## config.mk

```make
export PLATFORM = sky130hd
export DESIGN_NAME = mem_arbiter
export DESIGN_NICKNAME = d
export VERILOG_FILES = /design/src/rtl/mem_arb_pkg.sv /design/src/rtl/arb_timer.sv /design/src/rtl/mem_arbiter.sv
export SDC_FILE = /design/constraint.sdc
export NUM_CORES = 1
export LEC_CHECK = 0
export ABC_AREA = 0
export CAP_MARGIN = 20
export CELL_PAD_IN_SITES_DETAIL_PLACEMENT = 1
export CELL_PAD_IN_SITES_GLOBAL_PLACEMENT = 1
export CORE_ASPECT_RATIO = 0.5
export CORE_MARGIN = 2
export CORE_UTILIZATION = 36
export CTS_CLUSTER_SIZE = 24
export DETAILED_ROUTE_END_ITERATION = 7
export HOLD_SLACK_MARGIN = 0.05
export PLACE_DENSITY = 0.95
export SLEW_MARGIN = 20
export SYNTH_ARGS = -nofsm -noshare
export SYNTH_HDL_FRONTEND = slang
export SYNTH_SLANG_ARGS = --single-unit
```

## constraint.sdc

```tcl
create_clock -name clk -period 9.7 [get_ports clk]
set_clock_uncertainty 0.2 [all_clocks]
set_input_delay 1.94 -clock clk [delete_from_list [all_inputs] [get_ports clk]]
set_output_delay 1.94 -clock clk [all_outputs]
set_load 0.1 [all_outputs]
```

## src/rtl/mem_arb_pkg.sv

```systemverilog
// rtl/mem_arb_pkg.sv - shared types and constants for the memory arbiter
package mem_arb_pkg;

    typedef enum logic [2:0] {
        IDLE,
        GNT_I,
        GNT_D,
        RESP_I,
        RESP_D
    } state_t;

    localparam logic [3:0] WE_NONE = 4'b0000;

    // Read data returned to a requester whose access was aborted by the watchdog.
    localparam int unsigned ABORT_DATA = 0;

endpackage

```

## src/rtl/arb_timer.sv

```systemverilog
// rtl/arb_timer.sv - grant watchdog counter with terminal-count flag
//
// Purpose: counts cycles spent waiting on memory inside a grant state.
// Ports:
//   clk    - system clock, rising edge
//   rst    - asynchronous active-high reset
//   clear  - synchronous clear (held while the arbiter is idle)
//   enable - count one cycle
//   tc     - count has reached TIMEOUT-1
module arb_timer #(
    parameter int TIMEOUT = 64
) (
    input  logic clk,
    input  logic rst,
    input  logic clear,
    input  logic enable,
    output logic tc
);

    localparam int CW = (TIMEOUT > 2) ? $clog2(TIMEOUT) : 1;

    logic [CW-1:0] count;

    assign tc = (count == CW'(TIMEOUT - 1));

    // Holds at terminal count; the arbiter leaves the grant state on that cycle anyway.
    always_ff @(posedge clk or posedge rst) begin
        if (rst) begin
            count <= '0;
        end else if (clear) begin
            count <= '0;
        end else if (enable && !tc) begin
            count <= count + 1'b1;
        end
    end

endmodule

```

## src/rtl/mem_arbiter.sv

```systemverilog
// rtl/mem_arbiter.sv - fetch/data arbiter for a shared single-port memory
//
// Purpose: grants one memory access at a time to either the fetch port or the
// data port. Data wins ties unless it has already taken DATA_STREAK grants in
// a row while fetch was waiting. A watchdog aborts accesses that never see
// mem_ready and sets a sticky err flag.
// Ports:
//   clk, rstd                        - clock, asynchronous active-high reset
//   if_req/if_addr/if_ack/if_rdata   - fetch read port
//   dm_req/dm_we/dm_addr/dm_wdata/dm_ack/dm_rdata - data load/store port
//   mem_req/mem_we/mem_addr/mem_wdata/mem_rdata/mem_ready - memory side
//   stall                            - hold pc while a request is outstanding
//   err                              - sticky watchdog timeout flag
module mem_arbiter
    import mem_arb_pkg::*;
#(
    parameter int ADDR_W      = 32,
    parameter int DATA_W      = 32,
    parameter int DATA_STREAK = 4,
    parameter int TIMEOUT     = 64
) (
    input  logic              clk,
    input  logic              rstd,
    input  logic              if_req,
    input  logic [ADDR_W-1:0] if_addr,
    output logic              if_ack,
    output logic [DATA_W-1:0] if_rdata,
    input  logic              dm_req,
    input  logic [3:0]        dm_we,
    input  logic [ADDR_W-1:0] dm_addr,
    input  logic [DATA_W-1:0] dm_wdata,
    output logic              dm_ack,
    output logic [DATA_W-1:0] dm_rdata,
    output logic              mem_req,
    output logic [3:0]        mem_we,
    output logic [ADDR_W-1:0] mem_addr,
    output logic [DATA_W-1:0] mem_wdata,
    input  logic [DATA_W-1:0] mem_rdata,
    input  logic              mem_ready,
    output logic              stall,
    output logic              err
);

    localparam int SW = $clog2(DATA_STREAK + 1);

    state_t            state;
    logic [SW-1:0]     streak;
    logic              streak_full;
    logic              in_gnt;
    logic              tmr_tc;
    logic [DATA_W-1:0] resp_data;

    assign streak_full = (streak == SW'(DATA_STREAK));
    assign in_gnt      = (state == GNT_I) || (state == GNT_D);

    // Acks are registered, so stall drops in the same cycle the ack is visible.
    assign stall = ~rstd & (if_req | dm_req) & ~(if_ack | dm_ack);

    // Stores and aborted accesses return zero rather than whatever the bus holds.
    always_comb begin
        resp_data = mem_rdata;
        if (!mem_ready) begin
            resp_data = DATA_W'(ABORT_DATA);
        end else if (mem_we != WE_NONE) begin
            resp_data = '0;
        end
    end

    arb_timer #(
        .TIMEOUT(TIMEOUT)
    ) u_timer (
        .clk   (clk),
        .rst   (rstd),
        .clear (state == IDLE),
        .enable(in_gnt && !mem_ready),
        .tc    (tmr_tc)
    );

    always_ff @(posedge clk or posedge rstd) begin
        if (rstd) begin
            state     <= IDLE;
            streak    <= '0;
            mem_req   <= 1'b0;
            mem_we    <= WE_NONE;
            mem_addr  <= '0;
            mem_wdata <= '0;
            if_ack    <= 1'b0;
            dm_ack    <= 1'b0;
            if_rdata  <= '0;
            dm_rdata  <= '0;
            err       <= 1'b0;
        end else begin
            if_ack <= 1'b0;
            dm_ack <= 1'b0;
            case (state)
                IDLE: begin
                    if (dm_req && !(if_req && streak_full)) begin
                        state     <= GNT_D;
                        mem_req   <= 1'b1;
                        mem_we    <= dm_we;
                        mem_addr  <= dm_addr;
                        mem_wdata <= dm_wdata;
                        // Only grants taken while fetch is waiting count toward starvation.
                        if (!if_req) begin
                            streak <= '0;
                        end else if (!streak_full) begin
                            streak <= streak + 1'b1;
                        end
                    end else if (if_req) begin
                        state     <= GNT_I;
                        mem_req   <= 1'b1;
                        mem_we    <= WE_NONE;
                        mem_addr  <= if_addr;
                        mem_wdata <= '0;
                        streak    <= '0;
                    end
                end
                GNT_I, GNT_D: begin
                    if (mem_ready || tmr_tc) begin
                        mem_req <= 1'b0;
                        if (!mem_ready) begin
                            err <= 1'b1;
                        end
                        if (state == GNT_I) begin
                            state    <= RESP_I;
                            if_ack   <= 1'b1;
                            if_rdata <= resp_data;
                        end else begin
                            state    <= RESP_D;
                            dm_ack   <= 1'b1;
                            dm_rdata <= resp_data;
                        end
                    end
                end
                RESP_I, RESP_D: begin
                    state <= IDLE;
                end
                default: begin
                    state <= IDLE;
                end
            endcase
        end
    end

endmodule

```

; ---- Yosys cells after proc, flatten, opt, wreduce, memory -nomap -nowiden
; Cells that the tools add are included.
[totals]
reg_bits = 148
input_bits = 137
output_inout_bits = 137
wordCells = 80
[op_classes]
add_sub_neg = 2
n_eq_ne = 7
n_mux = 29
bitwise = 8
reduce_logical = 22
[ops]
columns = operator, n
row1 = two-way mux 32 bit, 6
row2 = two-way mux 3 bit, 8
row3 = AND reduction 3 bit, 5
row4 = two-way mux 6 bit, 2
row5 = two-way mux 1 bit, 9
row6 = two-way mux 4 bit, 2
row7 = "adder 6 x 1 -> 6 bit, second input constant", 1
row8 = "equality test 6 bit, second input constant", 1
row9 = "!= test 3 bit, second input constant", 2
row10 = one-hot mux 3 bit (2 select lines), 1
row11 = nonzero test 2 bit, 3
row12 = logical AND 1 bit, 4
row13 = NOT 1 bit, 4
row14 = AND reduction 2 bit, 2
row15 = nonzero test 4 bit, 1
row16 = "adder 3 x 1 -> 3 bit, second input constant", 1
row17 = "equality test 3 x 1 -> 1 bit, second input constant", 1
row18 = "equality test 3 x 2 -> 1 bit, second input constant", 1
row19 = "equality test 3 bit, second input constant", 1
row20 = logical NOT 1 bit, 3
row21 = logical NOT 3 bit, 1
row22 = bitwise AND 1 bit, 2
row23 = logical OR 1 bit, 2
row24 = "!= test 2 bit, second input constant", 1
row25 = 3 further kinds, 4

; ---- Depth between registers and ports, before layout
[depth]
word_depth = 6
mapped_depth = 7

; ---- Hierarchy
; Synthesis repeated with hierarchy kept, for this count alone.
[hier_totals]
hier_cells = 593
hier_area_um2 = 6861.6
[modules_own_cells]
columns = module, n_inst, cells_each, area_each_um2, seq_area_each_um2
row1 = mem_arbiter, 1, 556, 6492.5, 3553.4
row2 = arb_timer, 1, 37, 369.1, 150.1

; ---- Worst setup path after synthesis
; Ideal clock, no wire load.
[synth_timing]
path_type = input-to-output
startpoint = input port rstd
endpoint = output port stall
t_arrival_ns = 4.887
required_ns = 7.560
slack_ns = 2.673
path_stages = 1
n_path_buf = 0
cell_sequence = nor4_1
[synth_between]
elab_chain_cells = 3
[synth_rtl]
columns = element, line
row1 = "start, declared", mem_arbiter.sv:23  ; input logic rstd,
row2 = NOT 1 bit, mem_arbiter.sv:57  ; assign stall = ~rstd & (if_req | dm_req) & ~(if_ack | dm_ack);
row3 = bitwise AND 1 bit (2 in series), mem_arbiter.sv:57
row4 = "end, declared", mem_arbiter.sv:40  ; output logic stall,
; No other way between the ends.

; ---- Worst setup path in the final report
[layout_timing]
startpoint = input port if_req
endpoint = output port stall
[layout_between]
elab_chain_cells = 3
[layout_rtl]
columns = element, line
row1 = "start, declared", mem_arbiter.sv:24  ; input logic if_req,
row2 = bitwise OR 1 bit, mem_arbiter.sv:57
row3 = bitwise AND 1 bit (2 in series), mem_arbiter.sv:57
; No other way between the ends.

==> metrics <==
status=completed; DRC=0; HP Class=register to register; CTS Buf Count=17; via total after detailed routing=4,985; slowest CP cell=clkdlybuf4s50_1; full die area=19,000 um2; Mapped Cells=481; clock transition at the registers of the reported paths=0.06 ns; period utilization=64.9%; gr usage total=21.6%; Final Slew Violations=0; CP max stage delay=1.18 ns; Root Buffer=clkbuf_16; # H-tree levels=4; # clock sinks=148; WP data arrival=4.16 ns; total gr overflow=0; unrepaired setup endpoints after global routing=false; Final setup viols=0; Synth cell types=33; GPL Wtd Cong=0.765; post-CTS sizing=0; most frequent CP cell=clkdlybuf4s50_1; largest net degree at the start of global routing=95; FILL cells=1,739; syn nets=621; CP Capture Type=output pin; Critical Path, Cell by Cell=clkdlybuf4s50_1 > nor2_1 > nor4_1 > clkdlybuf4s50_1; net count reported at finish=885; clk buf depth=2; Tmin final=6.30 ns; DR WL/cell=20.1 um; setup TNS after final layout=0 ns; Core Region=17,400 um2; initial antenna violation count=0; DR vias/cell=5.03; ANT cells=0; #FFs+latches synth=148; Avg Inst Size Synth=13.4 um2; layout cells sized above 1=14.6%; Buffers on Ports=273; Die Ht=98.6 um; Worst Path Required=7.56 ns; synthesized area=6440 um2; hold buffer count at cts=0; row count=34; Starting Density=36.9%; drt total wl=20,000 um; pin slew with the least headroom to its limit=1.05 ns; Crit Path Class=input port to output pin; Die Width=193 um; first-pass GRT wire length=31,500 um; final hold vios=0; CTS tree=done; ANT nets after route=0; yosys warns=0; register area share after synthesis=57.5%; P&R area growth vs syn=54.8%; DP HPWL=14,300 um; maxcap violations=0; Worst-Skew Late Latency=0.41 ns; Slew headroom=29.5%; startpoint class of the critical path=input port; Pre-antenna DRT Iters=4; I/O Pins=274; Crit Path Max Fanout=7; vias in the first global route=5,654; DR iter-0 viols=163; setup bufs post-CTS=0; FMAX=159 MHz
## cell usage in the layout (no fill, tap or decap), drive strengths merged, types with 4 or more instances in the layout
cell and n:
and3 34, nand3 5, mux2i 32, clkbuf 19
dfrtp 148, a22o 36, o21ai 38, clkdlybuf4s50 273
bufinv 5, buf 7, nand2 38, mux2 65
nor2 5, nor3 4, inv 15
## synth_stat cells
| library cell | instances | area (um2) |
|---|---|---|
| o21ai_1 | 1 | 5.00 |
| mux2i_1 | 32 | 320 |
| nand3_1 | 5 | 25.0 |
| mux2_2 | 8 | 90.1 |
| dfrtp_1 | 148 | 3700 |
| nand2b_1 | 2 | 12.5 |
| buf_1 | 5 | 18.8 |
| ha_1 | 3 | 37.5 |
| and3_1 | 34 | 213 |
| mux2_4 | 57 | 856 |
| o21ai_0 | 37 | 185 |
| and2_4 | 1 | 8.76 |
| buf_6 | 2 | 22.5 |
| o211ai_1 | 3 | 22.5 |
| nor4_1 | 2 | 12.5 |
| nor2_1 | 5 | 18.8 |
| a211oi_1 | 3 | 22.5 |
| inv_1 | 12 | 45.0 |
| buf_2 | 4 | 20.0 |
| clkbuf_1 | 18 | 67.6 |
| a32o_1 | 2 | 20.0 |
| buf_12 | 5 | 100 |
| a22o_1 | 36 | 315 |
| nand4_1 | 3 | 18.8 |
| a41oi_4 | 1 | 27.5 |
| o31ai_1 | 3 | 22.5 |
| or4b_1 | 2 | 20.0 |
| a21oi_1 | 1 | 5.00 |
| or3_1 | 1 | 6.26 |
| buf_8 | 1 | 15.0 |
| nor3_1 | 4 | 20.0 |
| nand2_1 | 38 | 143 |
| xor2_1 | 2 | 17.5 |
## per-stage QoR
stage	setup WS (ns)	hold WS (ns)	utilization, %	cells	area [um2]
after floorplan	2.67	0.276	-	481	6440
final	3.40	0.281	57.1	992	9960
after detailed placement	3.42	0.268	53.3	960	9300
after CTS	3.40	0.283	57.1	992	9960
after global routing	3.31	0.305	57.1	992	9960
after global placement	3.43	0.259	53.3	960	9300
## cells by family (layout without fill, tap and decap cells)
group           Yosys count  after routing  synth area share, %
buf+inv                  47            324                 4.49
fa+ha+maj                 3              3                0.583
mux                      97             97                 19.7
compound gates           87             87                 9.72
flops                   148            148                 57.5
simple gates             97             97                 7.74
xor+xnor                  2              2                0.272
## worst paths after layout
| check | startpoint | end | slack [ns] | cells after the start |
|---|---|---|---|---|
| worst max-delay path | if_req | stall | 3.40 | 4 |
| worst min-delay path | mem_addr[2]$_DFFE_PP0P_ | mem_addr[2]$_DFFE_PP0P_ | 0.28 | 2 |
| worst max register to register | state[1]$_DFFE_PP0P_ | streak[2]$_DFFE_PP0P_ | 6.94 | 5 |
| worst min register to register | mem_addr[2]$_DFFE_PP0P_ | mem_addr[2]$_DFFE_PP0P_ | 0.28 | 2 |
| max in group asynchronous | rstd | mem_addr[18]$_DFFE_PP0P_ | 6.11 | 3 |
| min in group asynchronous | rstd | if_ack$_DFF_PP0_ | 1.93 | 2 |
## per-layer routing
layer / global-route usage (%) / part of all wire [%] / vias to the layer above
met5: 0 / 0 / -
met4: 9.67 / 3.7 / 0
met3: 4.70 / 3.8 / 46
met2: 40.2 / 54 / 147
met1: 23.5 / 39 / 2542
li1: - / - / 2250
## critical path: cells and delay by family
family | cells | cell delay (ns)
buffers and inverters | 2 | 1.85
AND/OR/NAND/NOR | 2 | 0.36
## final cells by class
| cell class | count | area, um2 | share of cell area (%) |
|---|---|---|---|
| tap | 234 | 293 | 2.94 |
| timing repair buffer | 280 | 2790 | 28.0 |
| clock buffer | 19 | 443 | 4.45 |
| multi-input combinational | 286 | 2460 | 24.7 |
| sequential | 148 | 3700 | 37.2 |
| inverter | 12 | 50.0 | 0.502 |
| clock inverter | 13 | 223 | 2.24 |
## sequential cells by signal, summed over array words and instances, names as in the netlist
| register | cells |
|---|---|
| err | 1 |
| streak | 3 |
| state | 3 |
| mem_we | 4 |
| mem_req | 1 |
| mem_wdata | 32 |
| if_rdata | 32 |
| dm_rdata | 32 |
| u_timer.count | 6 |
| if_ack | 1 |
| dm_ack | 1 |
| mem_addr | 32 |
Power is not shown: default switching activity piles up to over one toggle a cycle in this logic, so the estimate is an artifact.
